[src/rtl/iob_cfg_loader.sv]
// Serial IO-block configuration loader: sync hunt, 3-bit-per-IOB payload capture, check, atomic commit.
// Build option: define IOB_CFG_CRC_EN for an 8-bit CRC-8 check field instead of 1-bit even parity.
module iob_cfg_loader #(
  parameter int unsigned NUM_IOB   = 4,
  parameter logic [7:0]  SYNC_WORD = 8'hA5
) (
  input  logic                 IOCLK,
  input  logic                 RSTN,
  input  logic                 START,
  input  logic                 DIN,
  input  logic                 DVALID,
  output logic [2*NUM_IOB-1:0] TSMUX_CFG,
  output logic [NUM_IOB-1:0]   DORREG_CFG,
  output logic                 BUSY,
  output logic                 CFG_DONE,
  output logic                 CFG_ERR
);

  localparam int unsigned PAY_BITS = 3 * NUM_IOB;
`ifdef IOB_CFG_CRC_EN
  localparam int unsigned CHK_BITS = 8;
`else
  localparam int unsigned CHK_BITS = 1;
`endif
  localparam int unsigned CNT_W = $clog2(PAY_BITS + CHK_BITS);

  // EVAL is the single cycle between the last check bit and the registered verdict.
  typedef enum logic [2:0] {IDLE, HUNT, PAYLOAD, CHECK, EVAL} state_t;

  state_t                 state, state_n;
  logic [7:0]             window, window_n;
  logic [CNT_W-1:0]       cnt, cnt_n;
  logic [PAY_BITS-1:0]    shadow, shadow_n;
  logic [CHK_BITS-1:0]    acc, acc_n;
  logic [2*NUM_IOB-1:0]   tsmux_n, ts_sh;
  logic [NUM_IOB-1:0]     dorreg_n, dr_sh;
  logic                   busy_n, done_n, err_n;
  logic [7:0]             win_shift;
  logic                   pass;
`ifdef IOB_CFG_CRC_EN
  logic [7:0]             rx, rx_n;
  logic                   crc_fb;
`endif

  // Shadow holds the first payload bit at its MSB; unpack into per-IOB fields.
  for (genvar g = 0; g < NUM_IOB; g++) begin : g_map
    assign ts_sh[2*g+1] = shadow[PAY_BITS-1-3*g];
    assign ts_sh[2*g]   = shadow[PAY_BITS-2-3*g];
    assign dr_sh[g]     = shadow[PAY_BITS-3-3*g];
  end

  always_ff @(posedge IOCLK or negedge RSTN) begin
    if (!RSTN) begin
      state      <= IDLE;
      window     <= '0;
      cnt        <= '0;
      shadow     <= '0;
      acc        <= '0;
      TSMUX_CFG  <= '0;
      DORREG_CFG <= '0;
      BUSY       <= 1'b0;
      CFG_DONE   <= 1'b0;
      CFG_ERR    <= 1'b0;
`ifdef IOB_CFG_CRC_EN
      rx         <= '0;
`endif
    end else begin
      state      <= state_n;
      window     <= window_n;
      cnt        <= cnt_n;
      shadow     <= shadow_n;
      acc        <= acc_n;
      TSMUX_CFG  <= tsmux_n;
      DORREG_CFG <= dorreg_n;
      BUSY       <= busy_n;
      CFG_DONE   <= done_n;
      CFG_ERR    <= err_n;
`ifdef IOB_CFG_CRC_EN
      rx         <= rx_n;
`endif
    end
  end

  always_comb begin
    state_n   = state;
    window_n  = window;
    cnt_n     = cnt;
    shadow_n  = shadow;
    acc_n     = acc;
    tsmux_n   = TSMUX_CFG;
    dorreg_n  = DORREG_CFG;
    done_n    = CFG_DONE;
    err_n     = CFG_ERR;
    win_shift = {window[6:0], DIN};
`ifdef IOB_CFG_CRC_EN
    rx_n      = rx;
    crc_fb    = acc[7] ^ DIN;
    pass      = (rx == acc);
`else
    pass      = (acc == '0);
`endif

    case (state)
      IDLE: ;
      HUNT: begin
        if (DVALID) begin
          window_n = win_shift;
          if (win_shift == SYNC_WORD) begin
            state_n = PAYLOAD;
            cnt_n   = '0;
          end
        end
      end
      PAYLOAD: begin
        if (DVALID) begin
          shadow_n = {shadow[PAY_BITS-2:0], DIN};
`ifdef IOB_CFG_CRC_EN
          acc_n    = {acc[6:0], 1'b0} ^ (crc_fb ? 8'h07 : 8'h00);
`else
          acc_n    = acc ^ DIN;
`endif
          cnt_n    = cnt + CNT_W'(1);
          if (cnt == CNT_W'(PAY_BITS - 1)) begin
            state_n = CHECK;
            cnt_n   = '0;
          end
        end
      end
      CHECK: begin
        if (DVALID) begin
`ifdef IOB_CFG_CRC_EN
          rx_n  = {rx[6:0], DIN};
`else
          acc_n = acc ^ DIN;
`endif
          cnt_n = cnt + CNT_W'(1);
          if (cnt == CNT_W'(CHK_BITS - 1)) begin
            state_n = EVAL;
            cnt_n   = '0;
          end
        end
      end
      EVAL: begin
        if (pass) begin
          tsmux_n  = ts_sh;
          dorreg_n = dr_sh;
          done_n   = 1'b1;
          err_n    = 1'b0;
        end else begin
          done_n   = 1'b0;
          err_n    = 1'b1;
        end
        state_n = IDLE;
      end
      default: state_n = IDLE;
    endcase

    // Re-arm wins over everything except a commit already due this edge.
    if (START) begin
      state_n  = HUNT;
      window_n = '0;
      cnt_n    = '0;
      shadow_n = '0;
      acc_n    = '0;
      done_n   = 1'b0;
      err_n    = 1'b0;
`ifdef IOB_CFG_CRC_EN
      rx_n     = '0;
`endif
    end

    busy_n = (state_n != IDLE);
  end

endmodule
[config.mk]
export PLATFORM = sky130hd
export DESIGN_NAME = iob_cfg_loader
export DESIGN_NICKNAME = d
export VERILOG_FILES = /design/src/rtl/iob_cfg_loader.sv
export SDC_FILE = /design/constraint.sdc
export NUM_CORES = 1
export LEC_CHECK = 0
export ABC_AREA = 1
export BUFFER_PORTS_ARGS = -buffer_cell sky130_fd_sc_hd__buf_4
export CAP_MARGIN = 10
export CORE_ASPECT_RATIO = 0.6
export CORE_MARGIN = 1
export CORE_UTILIZATION = 55
export CTS_CLUSTER_SIZE = 8
export DETAILED_ROUTE_END_ITERATION = 10
export PLACE_DENSITY = 0.76
export SLEW_MARGIN = 30
export SYNTH_ARGS = -nofsm -noshare
export SYNTH_HDL_FRONTEND = slang
export SYNTH_SLANG_ARGS = --single-unit
export TNS_END_PERCENT = 10
[constraint.sdc]
create_clock -name IOCLK -period 1.7 [get_ports IOCLK]
set_input_delay 0.255 -clock IOCLK [delete_from_list [all_inputs] [get_ports IOCLK]]
set_output_delay 0.255 -clock IOCLK [all_outputs]
set_load 0.02 [all_outputs]
# --- After elaboration in Yosys (flattened, before gate mapping) ---
# Index checks and enable logic that the tools add are counted.
totals:
  register_bits: 42
  in_bits: 5
classes:
  mux: 31
  reduce_logical: 15
  eq_ne: 10
  n_bitwise: 2
  add_sub_neg: 1
op_table:
  columns: ["op", "count"]
  rows:
  - ["$mux W12", 3]
  - ["$mux W4", 7]
  - ["$mux W3", 7]
  - ["$mux W7", 3]
  - ["$ne A3 B3 Y1 const B", 4]
  - ["$pmux W3 S4", 1]
  - ["$pmux W4 S3", 1]
  - ["$reduce_bool A2 Y1", 5]
  - ["$mux W1", 9]
  - ["$eq A8 B8 Y1 const B", 1]
  - ["$reduce_and A2 Y1", 4]
  - ["$eq A3 B2 Y1 const B", 2]
  - ["$reduce_and A5 Y1", 1]
  - ["$add A4 B1 Y4 const B", 1]
  - ["$eq A4 B4 Y1 const B", 1]
  - ["$logic_not A4 Y1", 1]
  - ["$reduce_bool A4 Y1", 1]
  - ["$eq A3 B1 Y1 const B", 1]
  - ["$eq A3 B3 Y1 const B", 1]
  - ["$logic_not A3 Y1", 1]
  - ["$reduce_bool A3 Y1", 1]
  - ["$reduce_or A2 Y1", 1]
  - ["$not A1 Y1", 1]
  - ["$xor A1 B1 Y1", 1]

# --- Longest topological paths before layout ---
# Gate-level depths: netlist of run 1.
logic_depth:
  depth_word: 6
  ltp_mapped: 9
  ltp_nobuf: 9

# --- Worst setup path before layout of run 1 ---
# OpenSTA, ideal clock, no wires.
synth_path:
  kind: "register to register"
  from: "register state[2]"
  to: "register shadow[1]"
  path_buffers: 1
  path_slack_ns: 0.490
  required_time_ns: 1.560
  setup_ns: 0.140
  stages_incl_launch_ff: 8
  arrival_time_ns: 1.070
  path_cell_list: "dfrtp_1 inv_2 nand2_2 nor2_2 nand2_2 buf_6 nand3_1 o31ai_2"
synth_via:
  elab_chain_len: 3
synth_lines:
  columns: ["element", "line_no", "text"]
  rows:
  - ["start: declaration", "30", "state_t state, state_n;"]
  - ["start signal: assignment", "68", "state <= state_n;"]
  - ["$eq A3 B2 Y1", "103", "case (state)"]
  - ["$reduce_bool A2 Y1 (no source line)", null, null]
  - ["$reduce_and A2 Y1 (no source line)", null, null]
  - ["end signal: assignment", "71", "shadow <= shadow_n;"]
  - ["end: declaration", "33", "logic [PAY_BITS-1:0] shadow, shadow_n;"]
# Every way passes these cells.
# A chain may end at the register's enable or synchronous reset.

# --- Worst setup path in the final report of run 1 ---
layout_path:
  from: "register state[2]"
  to: "register shadow[10]"
# The elaborated chain is that of the path after synthesis.

==> impl_results.md, run 1 <==
* Outcome: finished clean
* Ports at 20
* Tcrit/Tclk final at approximately 89%
* R2r setup slk at 0.18 ns
* Largest net degree at the start of global routing at 43
* Antenna-violating nets left at 0
* Placer Congestion at about 0.9
* Launching point of the worst reg2reg path: state[2]
* Pwr dens at slightly above 800 mW/mm^2
* DR WL/cell at around 14 um
* Mapped Area at about 0.0020 mm^2
* Clock share of power at 42.4%
* Synth Net Count at approximately 230
* Final Setup Violations at 0
* Tmin final at approximately 1.5 ns
* Clock Skew at between 0.004 and 0.005 ns
* Reg power frac at between 50 and 60%
* Num rows at 16
* Crit path kind: register to register
* Total of max-cap violations at 0
* Pre-CTS setup slack at between 0.2 and 0.25 ns
* Num CTS Buffers at 5
* Fmax at roughly 0.66 GHz
* DR iter-0 viols at 83
* Critical R2R Capture: shadow[10]
* Top cell type's share of synthesized area at between 50% and 60%
* Setup crit start kind: register
* Final Non-Filler Cells at between 200 and 300
* Congestion Overflow GR at 0
* Vias at ~1500
* Cell area after layout at between 0.002 and 0.0025 mm^2
* Leak at around 1.1 nW
* Die Area at a little under 0.004 mm^2
* Drt pass-1 iters at 4
* Nets at 250
* Hold-critical path depth at 3
* Finished Core Util at 67.6%
* Worst setup EP type: register
* Switch share at a little over a fifth
* Layout cell share with drive strength beyond 1 at 23.9%
* Sum Neg Setup Slack at 0 ns
* Clk_lat worst skew at 0.29 ns
* Post-synthesis sequential area ratio at roughly 53%
* Height of the die at about 49 um
* Synth top area cells: dfrtp_1, nand2_1, nand3_1, inv_1, o31ai_2
* Arrival time at the worst endpoint at 1.74 ns
* YS warnings at 0
* Vias/cell at around 5.3
* Clock-pin slew on the worst setup and hold paths at approximately 0.08 ns
* Final HPWL DP at 2690 um
* CP Max Fanout at 12
* # diodes at 0
* Placed insts at 280
* Final WS setup at 0.183 ns
* Largest area contributor in the netlist: dfrtp_1
* Hold_buf cts at 1
* Final hold violation count at 0
* Worst slew pin tran at roughly 0.54 ns
* CTS tree: built
* First-pass GRT wire length at 6640 um
* CTS H-tree lvls at 2
* Distinct cell type count after synthesis at 28
* Total power at ~1.9 mW
* Mean Syn Cell Area at roughly 9.0 um^2
* Switching power at 0.396 mW
* Starting Density at 59.2%
* Hold_sp: START
* Pint at roughly 1.5 mW
* Post-CTS setup buffer count at 0
* DRC Markers at 0
* Max Slew Vio Count at 0
* Total track usage at a little under a quarter
* IO Port Bufs at 19
* Vias in the first global route at 1360
* Combinational share of power at between 4 and 5%
* Worst Reg-to-Reg Cells at 7
* Peak supply drop at 0.000527 V
* CORE AREA at approximately 0.0034 mm^2
* Post-Syn Instances at 220
* Placed Area at roughly 0.0022 mm^2
* Area grow syn2layout at 14.3%
* Rel. slew slack at between 60 and 70%
* Unrepaired setup endpoints after global routing: false
* PostCTS Resize Cnt at 0
* Worst min-delay path class: primary input to register
* Register bit count reported by yosys at between 40 and 50
* Min-Delay Endpoint: state[0]
* Initial antenna violation count at 0
* Total length of routed wires at approximately 4000 um
* Critical path required time at around 1.9 ns
* Bufs on Longest Clock Path at 2
* Clock sinks at 42
* Die X-Extent at roughly 80 um
* WHS at between 0.2 and 0.25 ns
* CTS root buf: clkbuf_8
==> critical path: stages, from the launching register on <==
cell,delay [ns]
dfrtp_1,0.49
inv_2,0.09
nand2_2,0.08
nor2_2,0.17
nand2_2,0.20
inv_1,0.24
nand3_1,0.10
o21ai_1,0.09
==> kinds of logic (layout without fill, tap and decap cells) <==
| family | Yosys count | after routing | synth area share (%) |
|---|---|---|---|
| AND/OR/NAND/NOR | 103 | 103 | 23.4 |
| flip-flops | 42 | 42 | 52.8 |
| AO/OA/AOI/OAI | 36 | 36 | 13.7 |
| buffers and inverters | 36 | 59 | 8.42 |
| adder cells (fa/ha/maj) | 2 | 2 | 1.26 |
| XOR/XNOR | 1 | 1 | 0.440 |
==> power by group through the flow <==
stage	registers, mW	clock network [mW]	logic, mW
floorplan	1.02	0	0.0428
global placement	1.02	0	0.0810
detailed placement	1.02	0	0.0824
CTS	1.00	0.820	0.0840
global route	1.00	0.855	0.0929
finish	1.00	0.801	0.0840
==> Yosys cell counts <==
master / number
o22ai_1: 6
nand4_1: 2
nor3_1: 2
nand3_1: 20
nand3_2: 1
dfrtp_1: 42
nand2_2: 5
nor2_4: 2
and2_1: 1
inv_4: 1
inv_2: 3
nand2_1: 56
o21a_1: 1
o21ai_4: 1
clkbuf_1: 2
nor2_1: 10
o21ai_2: 7
a21oi_2: 2
nor2_2: 3
ha_1: 2
o21ai_1: 8
o31ai_2: 5
buf_6: 4
o21ai_0: 2
a21oi_1: 4
inv_1: 26
nor4_1: 1
xor2_1: 1
==> flip-flops by register name, indices dropped and copies added (netlist names) <==
| register | cells |
|---|---|
| DORREG_CFG | 4 |
| state | 3 |
| shadow | 12 |
| TSMUX_CFG | 8 |
| cnt | 4 |
| acc | 1 |
| CFG_DONE | 1 |
| window | 7 |
| BUSY | 1 |
| CFG_ERR | 1 |
==> cell usage in the layout (no fill, tap or decap), types with 6 or more instances in the layout <==
cell type / instances
nand2_1: 56
dfrtp_1: 42
inv_1: 26
buf_4: 21
nand3_1: 20
nor2_1: 10
o21ai_1: 8
o21ai_2: 7
o22ai_1: 6
clkbuf_8: 6
==> routing by layer <==
layer  track usage, %  wire [um]
met2             28.8       1600
met3             5.85        282
met5                0          0
met1             37.9       2110
met4             7.88          0
==> cell type report <==
class                      count  area (um^2)
tap                           45         56.3
clock inverter                 1         30.0
fill                         278         1090
sequential                    42         1050
multi-input combinational    142          772
timing repair buffer          22          168
clock buffer                   6         82.6
inverter                      30          115
==> how the worst max path moves through the flow <==
| stage | from | to | depth (start not counted) |
|---|---|---|---|
| floorplan | state[2] | shadow[1] | 7 |
| global placement | state[2] | shadow[11] | 7 |
| detailed placement | state[2] | shadow[10] | 7 |
| CTS | state[2] | shadow[10] | 7 |
| global route | state[2] | shadow[4] | 7 |
| finish | state[2] | shadow[10] | 7 |
Note: power is estimated with default switching activity, not from simulation.
==> run 2: changes to the inputs <==
--- a/config.mk
+++ b/config.mk
@@ -11,9 +11,10 @@
 export CORE_ASPECT_RATIO = 0.6
 export CORE_MARGIN = 1
 export CORE_UTILIZATION = 55
-export CTS_CLUSTER_SIZE = 8
+export CTS_CLUSTER_SIZE = 24
 export DETAILED_ROUTE_END_ITERATION = 10
 export PLACE_DENSITY = 0.76
+export RECOVER_POWER = 25
 export SLEW_MARGIN = 30
 export SYNTH_ARGS = -nofsm -noshare
 export SYNTH_HDL_FRONTEND = slang
==> run 2 against run 1 <==
Net effect:
- global-route usage unchanged
- worst hold slack got worse by 0.0018 ns
- final cell count unchanged
==> impl_results.md, run 2 (same netlist as run 1, synthesis figures left out) <==
* Outcome: finished clean
* Critical path required time at 1.92 ns
* Pwr dens at between 800 and 900 mW/mm^2
* CORE AREA at approximately 0.0034 mm^2
* Layout cell share with drive strength beyond 1 at about a quarter
* R2r setup slk at 0.19 ns
* DR WL/cell at ~14 um
* Total power at between 1.5 and 2 mW
* Peak supply drop at around 0.00053 V
* Tmin final at roughly 1.5 ns
* Worst setup EP type: register
* Height of the die at a little under 50 um
* Biggest register: shadow
* Ports at 20
* Die Area at just under 0.004 mm^2
* Critical R2R Capture: shadow[10]
* Vias/cell at between 5 and 6
* Worst Reg-to-Reg Cells at 7
* Fmax at ~0.66 GHz
* Reg power frac at 53.1%
* Sum Neg Setup Slack at 0 ns
* # diodes at 0
* Area grow syn2layout at 14.1%
* Total length of routed wires at approximately 4000 um
* Min-Delay Endpoint: state[0]
* Grt met2 use at approximately 29%
* Vias at 1521
* Rel. slew slack at a little under a third
* Total of max-cap violations at 0
* First-pass GRT wire length at roughly 6600 um
* Drt pass-1 iters at 4
* Cell area after layout at roughly 0.0023 mm^2
* Switch share at 21.1%
* Antenna-violating nets left at 0
* Final hold violation count at 0
* Tcrit/Tclk final at roughly nine tenths
* Commonest non-fill, non-tap cell in the layout: nand2_1
* Final Setup Violations at 0
* Max Slew Vio Count at 0
* Placed Area at 0.00215 mm^2
* Global routing's busiest layer: met1
* DRC Markers at 0
* Pint at between 1 and 1.5 mW
* Total track usage at a little under a quarter
* Combinational share of power at about 4.4%
* Largest regs: shadow x12, TSMUX_CFG x8, window x7
* M3 GR Usage at between 5 and 6%
* Placer Congestion at roughly 0.88
* Max reg flops at 12
* Met1 usage at a little under two fifths
* Worst slew pin tran at about 1.0 ns
* Most frequent cells in the layout: nand2_1, dfrtp_1, inv_1
* CTS root buf: clkbuf_8
* Hold-critical path depth at 3
* Final HPWL DP at 2690 um
* CTS H-tree lvls at 2
* CP Max Fanout at 12
* Congestion Overflow GR at 0
* Num rows at 16
* IO Port Bufs at 19
* Largest net degree at the start of global routing at 43
* Setup crit start kind: register
* DR iter-0 viols at 83
* Clock share of power at a little over two fifths
* Hold_sp: START
* Crit path kind: register to register
* Clk_lat worst skew at about 0.29 ns
* Die X-Extent at 79.7 um
* Pre-CTS setup slack at about 0.23 ns
* Unrepaired setup endpoints after global routing: false
* Num CTS Buffers at 5
* Bufs on Longest Clock Path at 2
* Switching power at around 0.4 mW
* Worst min-delay path class: primary input to register
* Arrival time at the worst endpoint at roughly 1.7 ns
* WHS at approximately 0.25 ns
* Launching point of the worst reg2reg path: state[2]
* Clock-pin slew on the worst setup and hold paths at ~0.080 ns
* Starting Density at a little under 60%
* Clock Skew at between 0.004 and 0.005 ns
* Clock sinks at 42
* Initial antenna violation count at 0
* Leak at approximately 1.1 nW
* Final WS setup at ~0.19 ns
* Nets at 250
* Vias in the first global route at 1360
* CTS tree: built
[run 2: cell count changes in the layout (fill, tap and decap cells not counted), sizes merged]
cell | before | now
clkbuf | 6 | 7
buf | 21 | 20
[run 2: worst max path at each step]
stage,start,end,slack [ns]
after global placement,state[2],shadow[11],0.30
final,state[2],shadow[10],0.19
after CTS,state[2],shadow[10],0.20
after detailed placement,state[2],shadow[10],0.23
after floorplan,state[2],shadow[1],0.49
after global routing,state[2],shadow[4],0.07
[run 2: cell type report]
cell class	count	area, um^2
multi-input cells	142	772
clock inverters	1	30.0
well taps	45	56.3
fillers	279	1090
inverters	30	115
clock buffers	6	82.6
flip-flops and latches	42	1050
repair buffers	22	165
[run 2: worst max-delay path, stage by stage, from the launching register on]
cell     delay, ns
dfrtp_1       0.49
inv_2         0.09
nand2_2       0.08
nor2_2        0.17
nand2_2       0.20
inv_1         0.23
nand3_1       0.10
o21ai_1       0.09
[run 2: what timing repair did]
item / 4_1_cts / 5_1_grt
resized for setup: 0 / 0
hold buffers: 1 / 0
buffers inserted: 0 / 0
hold endpoints to repair: 42 / 0
[run 2: metal layers]
metal	up-vias	wire [um]
li1	755	-
met1	713	2080
met2	53	1590
met3	0	316
met4	0	0
met5	-	0
[run 2: metrics by stage]
step                      cells  utilization, %
after floorplan             220               -
after detailed placement    280            64.0
after global routing        288            67.6
after CTS                   288            67.6
final                       288            67.6
after global placement      280            64.0
[run 2: power groups by stage]
stage / Clock (mW) / Combinational (mW) / Sequential [mW]
2_1_floorplan: 0 / 0.0428 / 1.02
3_3_place_gp: 0 / 0.0810 / 1.02
3_5_place_dp: 0 / 0.0824 / 1.02
4_1_cts: 0.820 / 0.0840 / 1.00
5_1_grt: 0.855 / 0.0920 / 1.00
6_report: 0.804 / 0.0832 / 1.00
